--- config.mk ---
export PLATFORM = sky130hd
export DESIGN_NAME = alu_multicycle
export DESIGN_NICKNAME = d
export VERILOG_FILES = /design/src/rtl/alu_pkg.sv /design/src/rtl/alu_muldiv_iter.sv /design/src/rtl/alu_multicycle.sv
export SDC_FILE = /design/constraint.sdc
export NUM_CORES = 2
export LEC_CHECK = 0
export ABC_AREA = 1
export CORE_ASPECT_RATIO = 1.25
export CORE_MARGIN = 2
export CORE_UTILIZATION = 40
export DETAILED_ROUTE_END_ITERATION = 8
export HOLD_SLACK_MARGIN = 0.03
export SLEW_MARGIN = 40
export SYNTH_ARGS = -nofsm -noshare
export SYNTH_HDL_FRONTEND = slang
export SYNTH_SLANG_ARGS = --single-unit
--- constraint.sdc ---
create_clock -name CLK -period 5.8 [get_ports CLK]
set_input_delay 1.45 -clock CLK [delete_from_list [all_inputs] [get_ports CLK]]
set_output_delay 1.45 -clock CLK [all_outputs]
set_load 0.01 [all_outputs]
--- src/rtl/alu_pkg.sv ---
// Shared opcodes, FSM state type and sizing helper for the multicycle ALU.
package alu_pkg;

    localparam logic [3:0] OP_AND   = 4'b0000;
    localparam logic [3:0] OP_OR    = 4'b0001;
    localparam logic [3:0] OP_ADD   = 4'b0010;
    localparam logic [3:0] OP_LSL   = 4'b0011;
    localparam logic [3:0] OP_LSR   = 4'b0100;
    localparam logic [3:0] OP_SUB   = 4'b0110;
    localparam logic [3:0] OP_PASSB = 4'b0111;
    localparam logic [3:0] OP_MUL   = 4'b1000;
    localparam logic [3:0] OP_UDIV  = 4'b1001;

    typedef enum logic [1:0] {IDLE, BUSY, DONE} state_t;

    function automatic int cnt_width(input int width);
        return $clog2(width) + 1;
    endfunction

endpackage

--- src/rtl/alu_muldiv_iter.sv ---
// Iterative engine: shift-add multiply or restoring divide, one bit per edge.
// The first step is taken on the start edge, so WIDTH steps finish WIDTH-1 edges later.
module alu_muldiv_iter
    import alu_pkg::*;
#(
    parameter int WIDTH = 64
) (
    input  logic             CLK,
    input  logic             Reset,
    input  logic             start,
    input  logic             is_div,
    input  logic [WIDTH-1:0] a,
    input  logic [WIDTH-1:0] b,
    output logic             done,
    output logic [WIDTH-1:0] result,
    output logic             div_by_zero
);

    localparam int CW = cnt_width(WIDTH);

    logic [CW-1:0]    cnt;
    logic             busy;
    logic             div_q;
    // x: accumulator / remainder, y: multiplicand / dividend-quotient, z: multiplier / divisor
    logic [WIDTH-1:0] x, y, z;
    logic [WIDTH-1:0] src_x, src_y, src_z;
    logic [WIDTH-1:0] nx, ny, nz;
    logic [WIDTH-1:0] diff;
    logic [WIDTH:0]   r_sh;
    logic             mode;
    logic             ge;

    always_comb begin
        src_x = start ? '0 : x;
        src_y = start ? a : y;
        src_z = start ? b : z;
        mode  = start ? is_div : div_q;
        r_sh  = {src_x, src_y[WIDTH-1]};
        ge    = (r_sh >= {1'b0, src_z});
        diff  = r_sh[WIDTH-1:0] - src_z;
        if (mode) begin
            nx = ge ? diff : r_sh[WIDTH-1:0];
            ny = {src_y[WIDTH-2:0], ge};
            nz = src_z;
        end else begin
            nx = src_x + (src_z[0] ? src_y : '0);
            ny = src_y << 1;
            nz = src_z >> 1;
        end
    end

    always_ff @(posedge CLK) begin
        if (Reset) begin
            busy  <= 1'b0;
            cnt   <= '0;
            div_q <= 1'b0;
            x     <= '0;
            y     <= '0;
            z     <= '0;
        end else if (start) begin
            busy  <= 1'b1;
            cnt   <= CW'(WIDTH - 1);
            div_q <= is_div;
            x     <= nx;
            y     <= ny;
            z     <= nz;
        end else if (busy) begin
            cnt <= cnt - CW'(1);
            if (cnt == CW'(1)) busy <= 1'b0;
            x <= nx;
            y <= ny;
            z <= nz;
        end
    end

    assign done        = busy && (cnt == CW'(1));
    assign result      = div_q ? ny : nx;
    assign div_by_zero = div_q && (z == '0);

endmodule

--- src/rtl/alu_multicycle.sv ---
// Multicycle ALU: single-cycle logic/arith/shift ops plus iterative MUL/UDIV,
// valid/ready on both sides, registered result and NZCV/DivByZero flags.
//   state | meaning
//   IDLE  | ready for a request
//   BUSY  | iterative MUL/UDIV in progress
//   DONE  | result valid, waiting for OutReady
module alu_multicycle
    import alu_pkg::*;
#(
    parameter int WIDTH  = 64,
    parameter bit MUL_EN = 1'b1,
    parameter bit DIV_EN = 1'b1
) (
    input  logic             CLK,
    input  logic             Reset,
    input  logic             InValid,
    output logic             InReady,
    input  logic [WIDTH-1:0] BusA,
    input  logic [WIDTH-1:0] BusB,
    input  logic [3:0]       ALUCtrl,
    output logic             OutValid,
    input  logic             OutReady,
    output logic [WIDTH-1:0] BusW,
    output logic             Zero,
    output logic             Negative,
    output logic             Carry,
    output logic             Overflow,
    output logic             DivByZero
);

    localparam int SHW = $clog2(WIDTH);

    state_t           state, state_nx;
    logic             accept, op_mul, op_div, iter_op;
    logic [WIDTH-1:0] sc_w;
    logic             sc_c, sc_v;
    logic [WIDTH:0]   sum, dif;
    logic [SHW-1:0]   shamt;
    logic             eng_done, eng_dbz;
    logic [WIDTH-1:0] eng_result;

    assign InReady  = (state == IDLE);
    assign OutValid = (state == DONE);
    assign accept   = InValid && InReady;
    assign op_mul   = (ALUCtrl == OP_MUL) && MUL_EN;
    assign op_div   = (ALUCtrl == OP_UDIV) && DIV_EN;
    assign iter_op  = op_mul || op_div;

    always_comb begin
        sum   = {1'b0, BusA} + {1'b0, BusB};
        dif   = {1'b0, BusA} - {1'b0, BusB};
        shamt = BusB[SHW-1:0];
        sc_w  = '0;
        sc_c  = 1'b0;
        sc_v  = 1'b0;
        case (ALUCtrl)
            OP_AND:   sc_w = BusA & BusB;
            OP_OR:    sc_w = BusA | BusB;
            OP_ADD: begin
                sc_w = sum[WIDTH-1:0];
                sc_c = sum[WIDTH];
                sc_v = (BusA[WIDTH-1] == BusB[WIDTH-1]) && (sum[WIDTH-1] != BusA[WIDTH-1]);
            end
            OP_SUB: begin
                sc_w = dif[WIDTH-1:0];
                sc_c = ~dif[WIDTH];
                sc_v = (BusA[WIDTH-1] != BusB[WIDTH-1]) && (dif[WIDTH-1] != BusA[WIDTH-1]);
            end
            OP_LSL:   sc_w = BusA << shamt;
            OP_LSR:   sc_w = BusA >> shamt;
            OP_PASSB: sc_w = BusB;
            default:  sc_w = '0;
        endcase
    end

    generate
        if (MUL_EN || DIV_EN) begin : g_iter
            alu_muldiv_iter #(.WIDTH(WIDTH)) u_iter (
                .CLK         (CLK),
                .Reset       (Reset),
                .start       (accept && iter_op),
                .is_div      (op_div),
                .a           (BusA),
                .b           (BusB),
                .done        (eng_done),
                .result      (eng_result),
                .div_by_zero (eng_dbz)
            );
        end else begin : g_no_iter
            assign eng_done   = 1'b0;
            assign eng_result = '0;
            assign eng_dbz    = 1'b0;
        end
    endgenerate

    always_comb begin
        state_nx = state;
        case (state)
            IDLE:    if (accept) state_nx = iter_op ? BUSY : DONE;
            BUSY:    if (eng_done) state_nx = DONE;
            DONE:    if (OutReady) state_nx = IDLE;
            default: state_nx = IDLE;
        endcase
    end

    always_ff @(posedge CLK) begin
        if (Reset) state <= IDLE;
        else       state <= state_nx;
    end

    always_ff @(posedge CLK) begin
        if (Reset) begin
            BusW      <= '0;
            Zero      <= 1'b0;
            Negative  <= 1'b0;
            Carry     <= 1'b0;
            Overflow  <= 1'b0;
            DivByZero <= 1'b0;
        end else if (accept && !iter_op) begin
            BusW      <= sc_w;
            Zero      <= (sc_w == '0);
            Negative  <= sc_w[WIDTH-1];
            Carry     <= sc_c;
            Overflow  <= sc_v;
            DivByZero <= 1'b0;
        end else if (state == BUSY && eng_done) begin
            BusW      <= eng_result;
            Zero      <= (eng_result == '0);
            Negative  <= eng_result[WIDTH-1];
            Carry     <= 1'b0;
            Overflow  <= 1'b0;
            DivByZero <= eng_dbz;
        end
    end

endmodule

==> results of run 1 <==
## kinds of logic after synthesis
logic type / share of synthesized area
AO/OA/AOI/OAI: 0.219
flip-flops: 0.116
multiplexers: 0.00344
AND/OR/NAND/NOR: 0.428
XOR/XNOR: 0.00846
buffers and inverters: 0.136
adder cells (fa/ha/maj): 0.0885
## layer usage
metal	GRT usage	overflow
met3	0.430	0
met5	0.0510	0
met2	0.873	36
met4	0.669	21
met1	0.662	0
## stage by stage
step / instances / util
3_3_place_gp: 12500 / 0.576
2_1_floorplan: 8953 / -
4_1_cts: 12600 / 0.590
3_5_place_dp: 12500 / 0.576
## cell usage after synthesis (all sizes together) (48+ instances only)
master  count  area share
inv      1220       0.098
clkbuf    265       0.021
a21oi     526       0.057
o21ai     876       0.094
a31oi      48      0.0064
nand4      86       0.012
buf       156       0.016
ha        323       0.087
nand3     934        0.10
nor2      979       0.080
nor3       63      0.0069
nand2    2644        0.21
dfxtp     271        0.12
o21bai     67       0.011
o211ai    141       0.023
or2        53      0.0071
## repair_timing
item | in CTS
buffers inserted | 14
setup endpoints to repair | 23
gates resized for setup | 75
cloned | 3
pin swaps | 11
==> flow_summary.ini, run 1 <==
[clock_network]
cts_hold_buf = 0
root_buffer = clkbuf_16
cts_max_level = 2
cts.sinks = 271
cts_buffers = 34
ctsLongestPathBuffers = 3

[global_route]
grt_pass1_vias = 76400
grt_use_total = 0.655
grt_start_max_net_pins = 128
grt_overflow = 57
grt_first_pass_wirelength_um = 558000

[synth]
ys_seq_area_frac = 0.116
syn_area_mm2 = 0.0466
ys_ff_latch = 271
synthArstFlopShare = 0
synth_edf_count = 0
synthCells = 8953
yosys_warnings = 0
ys.flop_type = dfxtp_1
syn_area_per_cell_um2 = 5.20
synth.net_count = 9416
ys_types = 64

[placement]
place_area_mm2 = 0.0663
dp_hpwl_um = 292000
portBuffers = 206
dp_worst_setup_slack_ps = -1080
routabilityCongestion = 1.23

[floorplanning]
dieWidth_um = 309
start_util = 0.404
die_h_um = 385
io_pins = 207
rows = 139

[status]
stop_stage = 5_1_grt
stop_error = [ERROR GRT-0116] Global routing finished with congestion. Check the congestion regions in the DRC Viewer.
outcome = did not finish
==> run 2: changes to the inputs <==
CORE_ASPECT_RATIO = not set   (was 1.25)
CORE_UTILIZATION = 25   (was 40)
HOLD_SLACK_MARGIN = not set   (was 0.03)
PLACE_DENSITY_LB_ADDON = 0.15   (was not set)
clock period = 7.54 ns   (was 5.8 ns; I/O delays follow)
==> run 2 against run 1 <==
  * The flow now finishes without violations
  * Synthesized area is the same
  * Synthesized cell count is the same
==> flow_summary.ini, run 2 <==
[status]
outcome = finished clean

[worst_setup_path]
rr_startpoint = state[0]
cp.arrival_ps = 8070
cp_data_required_time_ps = 8150
r2r_slack_ps = 1560
r2r_end = Zero
cp_slowest_cell = clkdlybuf4s50_1
crit_buf_inv = 12
critPathMaxFanout = 23
critPathTopFamily = simple AND/OR/NAND/NOR gates
critPathLaunchType = input pin
cp_common_cell = nand2_1
reg2reg_depth = 34
worst-path-stages = 36
max_stage_delay_ps = 430
endpoint_kind = flop
crit_type = in -> reg

[synth]
ys_ff_latch = 271
synth.net_count = 9416
synth.largest_area_cell = nand2_1
synth_area_leaders = nand2_1, dfxtp_1, nand3_1
synthCells = 8953
ys_seq_area_frac = 0.116
syn_area_per_cell_um2 = 5.20
synthTopCellsByCount = nand2_1, inv_1, nor2_1
ys.flop_type = dfxtp_1
yosys_warnings = 0
syn_area_mm2 = 0.0466
synthArstFlopShare = 0
yosysMostFrequentCell = nand2_1
ys_types = 64
yosysTopAreaCellShare = 0.213
synth_edf_count = 0

[power_and_ir_drop]
p_sw_frac = 0.513
p_int_uw = 4720
seqPwrFrac = 0.160
ir_drop_uv = 149
finalPower_uw = 9700
power_density_mw_per_mm2 = 155
power.leakage_uw = 0.0315
pwr-share-clk = 0.229
p_comb_frac = 0.610
switching_power_uw = 4980

[finish]
regArea_mm2 = 0.00543
multi_input_area_mm2 = 0.0349
drive_above_1_share = 0.154
nets = 10600
syn2layout_area_growth_pct = 34.6
fillers = 21700
mostFrequentLayoutCells = nand2_1, buf_4, inv_1
final_core_util = 0.339
layout_commonest_cell = nand2_1

[floorplanning]
die_h_um = 436
core_area_mm2 = 0.185
rows = 158
dieWidth_um = 436
io_pins = 207
start_util = 0.251
design.die.area_mm2 = 0.190

[job]
cap_violations = 0

[route]
wl_um = 404000
vias_per_cell = 5.46
vias = 69400
antenna_left = 0
drc = 0
drt_first_pass_iters = 7
wl_per_cell_um = 31.8
drt_iter0_markers = 9787

[placement]
routabilityCongestion = 1.10
portBuffers = 206
dp_hpwl_um = 347000

[clock_network]
cts_buffers = 41
clkSlewWorstSetupHoldPaths_ps = 50
cts_hold_buf = 0
cts_max_level = 2
cts_tree = done
cts.sinks = 271
ctsLongestPathBuffers = 3
clk_latency_ps = 690
root_buffer = clkbuf_16

[global_route]
grt_pass1_vias = 63400
grt_overflow = 0
antenna_found_initial = 35
grt_use_total = 0.407
grt_first_pass_wirelength_um = 539000
grt_start_max_net_pins = 154

[timing]
fmax_mhz = 134
tightest_slew_ps = 1070
skew_ps = 40.2
timing_hold_violations_final = 0
slew_headroom = 0.280
period_share = 0.990
setup_viol = 0
rsz0062_at_grt = false
slew_viol_final = 0
fin_crit_ps = 7460
whs_ps = 472

[worst_hold_path]
whs_path_depth = 1
hp-start = g_iter.u_iter.cnt[6]
hold_path_class = reg -> reg
holdPathEnd = g_iter.u_iter.cnt[6]
-- run 2: how the worst max path moves through the flow --
stage / slack, ps / from / endpoint
floorplan: 1480 / ALUCtrl[2] / Zero
global placement: -910 / ALUCtrl[2] / Zero
detailed placement: -820 / ALUCtrl[2] / Zero
CTS: 20 / ALUCtrl[2] / Zero
global route: 30 / ALUCtrl[2] / Zero
finish: 80 / ALUCtrl[2] / Zero
-- run 2: cells by family (layout without fill, tap and decap cells) --
kind of cell,after synthesis,in the layout,share of synthesized area
simple gates,4820,4820,0.428
mux,16,16,0.00344
buf+inv,1647,2910,0.136
flops,271,271,0.116
fa+ha+maj,327,327,0.0885
other cells,0,15,0
compound gates,1827,1827,0.219
xor+xnor,45,45,0.00846
-- run 2: per-stage QoR --
stage	setup TNS, ps	instances	setup slack (ps)	instance area [um^2]
final	0	12700	75.4	62700
after floorplan	0	8953	1480	46600
after detailed placement	-1060	12600	-824	61200
after global placement	-1240	12600	-905	61200
after global routing	0	12700	28.7	62700
after CTS	0	12700	19.7	62600
-- run 2: routing by layer --
metal	global-route usage	vias to the layer above	routed length (um)
met5	0	-	148
met4	0.277	14	33000
met3	0.0807	733	36100
met2	0.601	3785	166000
met1	0.532	33300	169000
li1	-	31600	-
-- run 2: layout make-up --
class / instances / area share
Sequential cell: 271 / 0.0865
Antenna cell: 15 / 0.000599
Clock buffer: 51 / 0.0176
Multi-Input combinational cell: 7035 / 0.557
Tap cell: 2480 / 0.0495
Clock inverter: 24 / 0.00551
Timing Repair Buffer: 1609 / 0.210
Inverter: 1226 / 0.0738
-- run 2: power groups by stage --
| stage | clock network [uW] | registers, uW | logic [uW] |
|---|---|---|---|
| final | 2220 | 1550 | 5920 |
| after global routing | 2300 | 1560 | 6160 |
| after floorplan | 0 | 1560 | 2530 |
| after CTS | 2250 | 1550 | 5710 |
| after detailed placement | 0 | 1580 | 5680 |
| after global placement | 0 | 1580 | 5710 |
-- run 2: timing repair --
action,in CTS,in global routing
setup endpoints to repair,1,1
cloned,0,0
pin swaps,0,1
buffers inserted,0,4
gates resized for setup,1,2
Power figures use the tool's default switching activity.
